==> src/rtl/sram_dma_copy_if.sv <==
// SRAM pin bundle between the DMA engine (master) and the 8K x 8 single-port SRAM (slave).
interface sram_dma_copy_if #(
  parameter int A_WIDTH = 13,
  parameter int D_WIDTH = 8
);
  logic [A_WIDTH-1:0] Mem_Addr;
  logic               Mem_RW;
  logic               Mem_En;
  logic [D_WIDTH-1:0] Mem_Wdata;
  logic [D_WIDTH-1:0] Mem_Rdata;

  modport master (output Mem_Addr, Mem_RW, Mem_En, Mem_Wdata, input Mem_Rdata);
  modport slave  (input Mem_Addr, Mem_RW, Mem_En, Mem_Wdata, output Mem_Rdata);
endinterface

==> src/rtl/sram_dma_copy.sv <==
// Block copy / fill engine driving a single-port SRAM; reports a 16-bit additive checksum of written bytes.
module sram_dma_copy #(
  parameter int A_WIDTH = 13,
  parameter int D_WIDTH = 8
) (
  input  logic               Clk,
  input  logic               Rst,
  input  logic               Start,
  input  logic               Mode,
  input  logic [A_WIDTH-1:0] Src_Addr,
  input  logic [A_WIDTH-1:0] Dst_Addr,
  input  logic [A_WIDTH:0]   Length,
  input  logic [D_WIDTH-1:0] Fill_Data,
  output logic               Busy,
  output logic               Done,
  output logic [15:0]        Checksum,
  sram_dma_copy_if.master    mem
);

  typedef enum logic [1:0] {IDLE, READ, WRITE, DONE} state_t;

  localparam logic [A_WIDTH:0] IDX_ONE = {{A_WIDTH{1'b0}}, 1'b1};

  state_t             state_q, state_d;
  logic               mode_q, mode_d;
  logic [A_WIDTH-1:0] src_q, src_d;
  logic [A_WIDTH-1:0] dst_q, dst_d;
  logic [A_WIDTH:0]   len_q, len_d;
  logic [D_WIDTH-1:0] fill_q, fill_d;
  logic [A_WIDTH:0]   idx_q, idx_d;
  logic [15:0]        csum_q, csum_d;
  logic               busy_q, busy_d;
  logic               done_q, done_d;

  logic [A_WIDTH:0]   idx_inc;
  logic [D_WIDTH-1:0] wr_data;

  assign idx_inc = idx_q + IDX_ONE;
  // Read data arrives one cycle after the READ address, i.e. during WRITE.
  assign wr_data = mode_q ? fill_q : mem.Mem_Rdata;

  always_comb begin
    state_d = state_q;
    mode_d  = mode_q;
    src_d   = src_q;
    dst_d   = dst_q;
    len_d   = len_q;
    fill_d  = fill_q;
    idx_d   = idx_q;
    csum_d  = csum_q;
    case (state_q)
      IDLE: begin
        if (Start) begin
          mode_d  = Mode;
          src_d   = Src_Addr;
          dst_d   = Dst_Addr;
          len_d   = Length;
          fill_d  = Fill_Data;
          idx_d   = '0;
          csum_d  = '0;
          if (Length == '0) state_d = DONE;
          else if (Mode)    state_d = WRITE;
          else              state_d = READ;
        end
      end
      READ: state_d = WRITE;
      WRITE: begin
        csum_d = csum_q + 16'(wr_data);
        idx_d  = idx_inc;
        if (idx_inc == len_q) state_d = DONE;
        else if (mode_q)      state_d = WRITE;
        else                  state_d = READ;
      end
      DONE: state_d = IDLE;
      default: state_d = IDLE;
    endcase
    busy_d = (state_d != IDLE);
    done_d = (state_d == DONE);
  end

  always_ff @(posedge Clk) begin
    if (Rst) begin
      state_q <= IDLE;
      mode_q  <= 1'b0;
      src_q   <= '0;
      dst_q   <= '0;
      len_q   <= '0;
      fill_q  <= '0;
      idx_q   <= '0;
      csum_q  <= '0;
      busy_q  <= 1'b0;
      done_q  <= 1'b0;
    end else begin
      state_q <= state_d;
      mode_q  <= mode_d;
      src_q   <= src_d;
      dst_q   <= dst_d;
      len_q   <= len_d;
      fill_q  <= fill_d;
      idx_q   <= idx_d;
      csum_q  <= csum_d;
      busy_q  <= busy_d;
      done_q  <= done_d;
    end
  end

  assign Busy     = busy_q;
  assign Done     = done_q;
  assign Checksum = csum_q;

  // Address arithmetic drops the carry so regions wrap at the top of memory.
  always_comb begin
    mem.Mem_Addr  = '0;
    mem.Mem_RW    = 1'b0;
    mem.Mem_En    = 1'b0;
    mem.Mem_Wdata = '0;
    case (state_q)
      READ: begin
        mem.Mem_En   = 1'b1;
        mem.Mem_Addr = src_q + idx_q[A_WIDTH-1:0];
      end
      WRITE: begin
        mem.Mem_En    = 1'b1;
        mem.Mem_RW    = 1'b1;
        mem.Mem_Addr  = dst_q + idx_q[A_WIDTH-1:0];
        mem.Mem_Wdata = wr_data;
      end
      default: ;
    endcase
  end

endmodule

==> src/flat_wrapper.sv <==
// flat-port wrapper written by rule: the top's interface ports become plain ports
module sram_dma_copy_flat 
#(
  parameter int A_WIDTH = 13,
  parameter int D_WIDTH = 8
)
  (Clk, Rst, Start, Mode, Src_Addr, Dst_Addr, Length, Fill_Data, Busy, Done, Checksum, mem_Mem_Addr, mem_Mem_RW, mem_Mem_En, mem_Mem_Wdata, mem_Mem_Rdata);
  sram_dma_copy_if #(.A_WIDTH(A_WIDTH), .D_WIDTH(D_WIDTH)) mem_i ();
  input  logic Clk;
  input  logic Rst;
  input  logic Start;
  input  logic Mode;
  input  logic [A_WIDTH-1:0] Src_Addr;
  input  logic [A_WIDTH-1:0] Dst_Addr;
  input  logic [A_WIDTH:0] Length;
  input  logic [D_WIDTH-1:0] Fill_Data;
  output logic Busy;
  output logic Done;
  output logic [15:0] Checksum;
  output wire logic [$bits(mem_i.Mem_Addr)-1:0] mem_Mem_Addr;
  output wire logic [$bits(mem_i.Mem_RW)-1:0] mem_Mem_RW;
  output wire logic [$bits(mem_i.Mem_En)-1:0] mem_Mem_En;
  output wire logic [$bits(mem_i.Mem_Wdata)-1:0] mem_Mem_Wdata;
  input wire logic [$bits(mem_i.Mem_Rdata)-1:0] mem_Mem_Rdata;
  assign mem_Mem_Addr = mem_i.Mem_Addr;
  assign mem_Mem_RW = mem_i.Mem_RW;
  assign mem_Mem_En = mem_i.Mem_En;
  assign mem_Mem_Wdata = mem_i.Mem_Wdata;
  assign mem_i.Mem_Rdata = mem_Mem_Rdata;
  sram_dma_copy #(.A_WIDTH(A_WIDTH), .D_WIDTH(D_WIDTH)) u_core (.Clk(Clk), .Rst(Rst), .Start(Start), .Mode(Mode), .Src_Addr(Src_Addr), .Dst_Addr(Dst_Addr), .Length(Length), .Fill_Data(Fill_Data), .Busy(Busy), .Done(Done), .Checksum(Checksum), .mem(mem_i));
endmodule
==> config.mk <==
export PLATFORM = sky130hd
export DESIGN_NAME = sram_dma_copy_flat
export DESIGN_NICKNAME = d
export VERILOG_FILES = /design/src/rtl/sram_dma_copy_if.sv /design/src/rtl/sram_dma_copy.sv /design/src/flat_wrapper.sv
export SDC_FILE = /design/constraint.sdc
export NUM_CORES = 1
export LEC_CHECK = 0
export ABC_AREA = 1
export CORE_MARGIN = 10
export CORE_UTILIZATION = 48
export CTS_BUF_LIST = sky130_fd_sc_hd__clkbuf_2
export DETAILED_ROUTE_END_ITERATION = 16
export GPL_ROUTABILITY_DRIVEN = 0
export PLACE_DENSITY_LB_ADDON = 0.25
export SYNTH_ARGS = -nofsm -noshare
export SYNTH_HDL_FRONTEND = slang
export SYNTH_SLANG_ARGS = --single-unit
==> constraint.sdc <==
create_clock -name Clk -period 2.58 [get_ports Clk]
set_clock_uncertainty 0.15 [all_clocks]
set_input_delay 0.258 -clock Clk [delete_from_list [all_inputs] [get_ports Clk]]
set_output_delay 0.258 -clock Clk [all_outputs]
set_load 0.1 [all_outputs]
== Word level (Yosys, flattened, before mapping) ==
Index checks and enable logic that the tools add are counted.
Storage, ports and cells
  register bits after elaboration: 83
  input bits: 60
Operators by class
  add/subtract/negate cells: 4
  eq/ne operators: 6
  muxes and demuxes: 15
  reduce and logical (&&, ||, !) cells: 7
Operator list (number)
  16-bit one-hot mux with 2 select lines: 1
  14-bit one-hot mux with 2 select lines: 1
  13-bit adder: 2
  13-bit one-hot mux with 2 select lines: 1
  16-bit by 8-bit adder with 16-bit output: 1
  16-bit 2-to-1 mux: 1
  8-bit 2-to-1 mux: 2
  14-bit by 1-bit adder with 14-bit output (second input constant): 1
  14-bit == test: 1
  14-bit logical NOT: 1
  14-bit 2-to-1 mux: 1
  2-bit 2-to-1 mux: 5
  2-bit one-hot mux with 4 select lines: 1
  2-bit == test (second input constant): 3
  2-bit AND reduction: 2
  2-bit nonzero test: 2
  2-bit by 1-bit == test with 1-bit output (second input constant): 1
  2-bit logical NOT: 1
  1-bit 2-to-1 mux: 2
  2-bit != test (second input constant): 1
  2-bit OR reduction: 1

== Depth between registers and ports, before layout ==
Gate-level depths: netlist of the first run.
  word-level depth: 5
  gate-level depth with buffers: 17
  depth with buffers taken out: 17

== Least setup slack after synthesis of the first run ==
OpenSTA, ideal clock, no wires.
  kind: reg-to-output
  from: register u_core.state_q[0]
  to: output port mem_Mem_Addr[10]
  arrival: 4.692 ns
  required time: 2.172 ns
  path slack: -2.520 ns
  stages on the path, launching flop included: 18
  buffers on the path: 1
  cells stage by stage: dfxtp_1 -> inv_1 -> ha_1 -> inv_1 -> clkbuf_1 -> nand2_1 -> nand2_1 -> ha_1 -> fa_1 -> nand2_1 -> inv_1 -> o21ai_0 -> nand2_1 -> a21oi_1 -> nor3_1 -> nor2_1 -> o21ai_0 -> a21oi_1
Between the ends
  word-level cells in the longest chain between the ends: 2
Ends and longest elaborated chain
  start: declaration: RTL line sram_dma_copy.sv:24  | state_t state_q, state_d;
  start signal: assignment: RTL line sram_dma_copy.sv:94  | state_q <= state_d;
  2-bit == test or 2-bit by 1-bit == test with 1-bit output (tied branches): RTL line sram_dma_copy.sv:117  | case (state_q)
  13-bit one-hot mux with 2 select lines *: RTL line sram_dma_copy.sv:117
  end: declaration: RTL line flat_wrapper.sv:20  | output wire logic [$bits(mem_i.Mem_Addr)-1:0] mem_Mem_Addr;
Mark *: on every way between the ends. The rest lies on a longest branch, timed or not.

== Worst setup path after layout of the first run ==
Same ends and word-level chain as after synthesis.

==> metrics.yaml, run 1 <==
run_status:
  status: "finished with violations"
  violations: "negative setup slack"
detailed_routing:
  drtIter0Drc: 336
  ant_nets: 0
  wl_met2_um: 7260
  drt-met1-wl_um: 6260
  wl_per_cell_um: 14.3
  dr.max_layer_used: "met5"
  drc: 0
  viasPerCell: 5.32
  drt-total-wl_um: 14600
  met3WireLength_um: 950
  vias: 5434
  first_pass_iters: 5
place:
  port_buffers: 100
  dp.cells: 1002
  dp_hpwl_um: 11400
min_path:
  hp-class: "in -> reg"
sta:
  whs_ns: 0.105
  post-route-period-util: 1.30
  rsz0062_at_grt: "true"
  min_period_ns: 3.35
  max_slew_margin: 0.663
  drv_slew: 0
  fmax_ghz: 0.299
  hold_viol_final: 0
  worstMarginPinSlew_ns: 0.506
  setup_tns_ns: -7.29
  setup_ws_ns: -0.767
  finalSetupViolCount: 12
clock_network:
  clock_sinks: 83
  cts_max_level: 3
  cts_tree: "built"
  cts-root-buf: "clkbuf_2"
  cts_buffer_depth: 2
  cts_buffers: 9
  clkLatencyLatePin_ns: 0.55
  ctsHoldBuffers: 0
  clk_pin_slew_ns: 0.30
global_routing:
  grt_max_degree: 55
  grtUsageTotal: 0.198
  grt_pass1_vias: 5246
  grt_overflow: 0
  grt_pass1_wl_um: 24300
  antenna_found_initial: 1
cells_and_area:
  diodes: 0
  area_delta_synth_final_pct: 42.2
  drive_gt1_frac: 0.217
  fillerInstances: 782
  fin_cells: 1022
  utilization: 0.699
  nets: 969
pwr:
  ir_drop_mv: 0.458
  p_leak_nw: 2.91
  power_density_nw_per_um2: 505
floorplan:
  core_um2: 9770
  fp.dieArea_um2: 14400
  io_pins: 101
  die_x_um: 120
  die_h_um: 120
  initial_core_util: 0.491
  rows: 36
run:
  maxCapViolCount: 0
logic_synthesis:
  ys_top_cells_by_area: "dfxtp_1, nand2_1, nor2_1, o21ai_0, a21oi_1"
  syn_nets: 829
  ys_ff_latch: 83
  synth.distinct_cells: 37
  synth.top_cells.by_count: "nand2_1, nor2_1, dfxtp_1, o21ai_0, a21oi_1"
  syn_area_um2: 4800
  yosysMostFrequentCell: "nand2_1"
  synth_top_area_frac: 0.346
  yosys.area.top_type: "dfxtp_1"
  syn_area_per_cell_um2: 6.45
  ys_seq_area_frac: 0.346
  yosys_warnings: 0
  synthCells: 744
  synth-main-ff-cell: "dfxtp_1"
  async_reset_ff_frac: 0
  synth-edff-count: 0
worst_setup_path:
  crit_arrival_ns: 2.94
  worstSetupStartpointType: "register"
  required_ns: 2.17
  end_kind: "output port"
  critPathMaxFanout: 7
  path_class: "reg -> out"
[state kept, by name, summed over array words and instances (netlist names)]
name	flops
u_core.idx_q	14
u_core.fill_q	8
u_core.src_q	13
u_core.state_q	2
u_core.mode_q	1
u_core.dst_q	13
u_core.Busy	1
u_core.Done	1
u_core.len_q	14
u_core.Checksum	16
[area by class of cell]
| cell class | count | area, µm² | area share |
|---|---|---|---|
| timing repair buffer | 154 | 1490 | 0.218 |
| tap | 133 | 166 | 0.0244 |
| multi-input combinational | 573 | 3150 | 0.461 |
| inverter | 63 | 244 | 0.0357 |
| clock buffer | 9 | 45.0 | 0.00660 |
| sequential | 83 | 1670 | 0.245 |
| clock inverter | 7 | 66.3 | 0.00971 |
[report_power, final]
group | internal [mW] | total [mW] | switching (mW) | leakage, nW
Combinational | 0.477 | 1.30 | 0.821 | 2.16
Sequential | 1.39 | 1.46 | 0.0661 | 0.684
Clock | 0.159 | 0.693 | 0.534 | 0.0717
Total | 2.03 | 3.45 | 1.42 | 2.91
[worst paths after layout]
| kind | endpoint | cells past startpoint | slack [ns] | start |
|---|---|---|---|---|
| setup / recovery | mem_Mem_Addr[10] | 17 | -0.77 | u_core.state_q[0] |
| hold / removal | u_core.dst_q[2] | 3 | 0.11 | Dst_Addr[2] |
| setup reg to reg | u_core.Checksum[6] | 14 | 0.11 | u_core.mode_q |
| hold reg to reg | u_core.Checksum[10] | 2 | 0.34 | u_core.Checksum[10] |
[layout by cell type (no fill, tap or decap), drive strengths merged, types with 5 or more instances in the layout]
cell           count
a21oi             71
buf               95
clkbuf             9
clkdlybuf4s50     59
dfxtp             83
ha                23
inv               66
nand2            201
nand3             36
nand3b             5
nand4              9
nor2             115
nor3              10
o21ai             75
[per-layer routing]
layer | track usage | vias to the layer above
met1 | 0.243 | 2506
met3 | 0.0492 | 17
met2 | 0.339 | 187
met5 | 0 | -
li1 | - | 2722
met4 | 0.0475 | 2
[critical path: stages (launching register included)]
cell     delay [ns]
dfxtp_2        0.39
inv_2          0.06
ha_4           0.17
inv_4          0.05
nand2_2        0.05
nand2_1        0.05
ha_2           0.18
fa_2           0.35
nand2_2        0.07
inv_2          0.04
o21ai_2        0.11
nand2_2        0.11
a21oi_4        0.17
nor3_2         0.06
nor2_2         0.11
o21ai_2        0.09
a21oi_4        0.14
buf_12         0.19
[per-stage QoR]
stage	setup slack, ns	total power, mW	instance area (µm²)
2_1_floorplan	-0.845	2.28	5030
3_3_place_gp	-0.193	2.69	6530
3_5_place_dp	-0.250	2.72	6530
4_1_cts	-0.804	3.42	6720
5_1_grt	-0.993	3.62	6830
6_report	-0.767	3.45	6830
[timing repair]
action,in CTS,in global routing
buffers inserted,2,2
pin swaps,9,4
hold endpoints to repair,0,0
endpoints found under the setup margin,15,25
gates cloned,0,0
resized for setup,16,22
[cells by family after synthesis]
kind of cell               after synthesis  synth area share
buffers and inverters                   88            0.0693
AOI/OAI and AO/OA                      158             0.172
and+or+nand+nor                        384             0.334
DFF                                     83             0.346
xor gates and xnor gates                 6            0.0109
adders and majority gates               25            0.0683
No activity file was read; power rests on OpenSTA's default activity.
==> run 2: changes to the inputs <==
CORE_MARGIN = 2   (was 10)
CTS_CLUSTER_DIAMETER = 60   (was not set)
==> metrics.yaml, run 2 (same netlist as run 1, synthesis figures left out) <==
clock_network:
  clk_pin_slew_ns: 0.28
  ctsHoldBuffers: 0
  cts_max_level: 3
  clock_sinks: 83
  cts-root-buf: "clkbuf_2"
  clkLatencyLatePin_ns: 0.55
  cts_buffers: 9
  cts_buffer_depth: 2
  cts_tree: "built"
sta:
  fmax_ghz: 0.295
  worstMarginPinSlew_ns: 0.543
  finalSetupViolCount: 12
  setup_ws_ns: -0.815
  rsz0062_at_grt: "true"
  post-route-period-util: 1.32
  hold_viol_final: 0
  drv_slew: 0
  min_period_ns: 3.40
  max_slew_margin: 0.638
cells_and_area:
  final_common_cell: "nand2_1"
  diodes: 0
  fin_cells: 1022
  nets: 969
  largest_reg_flops: 16
  drive_gt1_frac: 0.238
  utilization: 0.714
  fillerInstances: 786
  area_delta_synth_final_pct: 44.7
  design_area_um2: 6950
  final_cell_mix: "nand2_1, nor2_1, buf_4"
pwr:
  ir_drop_mv: 0.297
  p_leak_nw: 2.91
  p_total_mw: 3.50
  power_density_nw_per_um2: 504
detailed_routing:
  ant_nets: 0
  wl_per_cell_um: 14.3
  drt-total-wl_um: 14600
  drc: 0
  first_pass_iters: 7
  viasPerCell: 5.42
  drtIter0Drc: 420
  vias: 5536
run_status:
  violations: "negative setup slack"
  status: "finished with violations"
place:
  dp_hpwl_um: 10800
  dpl-instance-area_um2: 6490
  dp.cells: 997
  port_buffers: 100
worst_setup_path:
  required_ns: 2.17
  worstSetupStartpointType: "register"
  path_class: "reg -> out"
  crit_arrival_ns: 2.99
  critPathMaxFanout: 5
  end_kind: "output port"
global_routing:
  grt_max_degree: 55
  grt_pass1_wl_um: 23400
  antenna_found_initial: 0
  grtUsageTotal: 0.257
  grt_overflow: 0
  grt_pass1_vias: 5215
min_path:
  hp-class: "in -> reg"
floorplan:
  initial_core_util: 0.493
  fp.dieArea_um2: 10800
  rows: 36
  die_x_um: 104
  core_um2: 9730
  die_h_um: 104
  io_pins: 101
run:
  maxCapViolCount: 0
==> run 2: layout make-up <==
| type | instances | area, µm² | share of cell area |
|---|---|---|---|
| Timing Repair Buffer | 154 | 1490 | 0.214 |
| Sequential cell | 83 | 1670 | 0.241 |
| Multi-Input combinational cell | 573 | 3270 | 0.470 |
| Clock inverter | 7 | 65.1 | 0.00936 |
| Inverter | 63 | 244 | 0.0351 |
| Tap cell | 133 | 166 | 0.0239 |
| Clock buffer | 9 | 45.0 | 0.00648 |
==> run 2: worst paths after layout <==
check	startpoint	end	slack, ns	depth (start not counted)
min	Src_Addr[4]	u_core.src_q[4]	0.12	3
min reg2reg	u_core.Checksum[10]	u_core.Checksum[10]	0.33	2
max	u_core.state_q[0]	mem_Mem_Addr[10]	-0.82	17
max reg2reg	u_core.mode_q	u_core.Checksum[6]	0.10	14
==> run 2: metrics by stage <==
| stage | setup TNS, ns | hold WS [ns] | setup WS, ns |
|---|---|---|---|
| detailed placement | -1.44 | 0.304 | -0.230 |
| floorplan | -8.96 | 0.275 | -0.845 |
| global placement | -0.703 | 0.299 | -0.175 |
| CTS | -7.57 | 0.0838 | -0.795 |
| global route | -9.09 | 0.0901 | -0.961 |
| finish | -7.31 | 0.117 | -0.815 |
==> run 2: critical path, cell delays in order, from the launching register on <==
cell,delay (ns)
dfxtp_2,0.38
inv_2,0.08
ha_4,0.17
inv_4,0.05
nand2_2,0.05
nand2_2,0.08
ha_4,0.17
fa_2,0.35
nand2_2,0.07
inv_2,0.04
o21ai_2,0.12
nand2_2,0.11
a21oi_4,0.17
nor3_2,0.06
nor2_2,0.13
o21ai_2,0.08
a21oi_4,0.14
buf_12,0.19
==> run 2: what timing repair did <==
item | CTS | global route
setup buffers | 2 | 7
setup endpoints to repair | 16 | 25
pin swaps | 10 | 7
gates resized for setup | 19 | 51
==> run 2: per-layer routing <==
metal,global-route usage,part of all wire
met5,0,0
met3,0.0539,0.079
met1,0.330,0.42
met2,0.428,0.48
met4,0.0917,0.022
==> run 2: where the power goes <==
| group | total, mW | switching (mW) | internal, mW |
|---|---|---|---|
| logic | 1.36 | 0.856 | 0.503 |
| registers | 1.46 | 0.0706 | 1.39 |
| clock network | 0.681 | 0.525 | 0.156 |
| total | 3.50 | 1.45 | 2.05 |
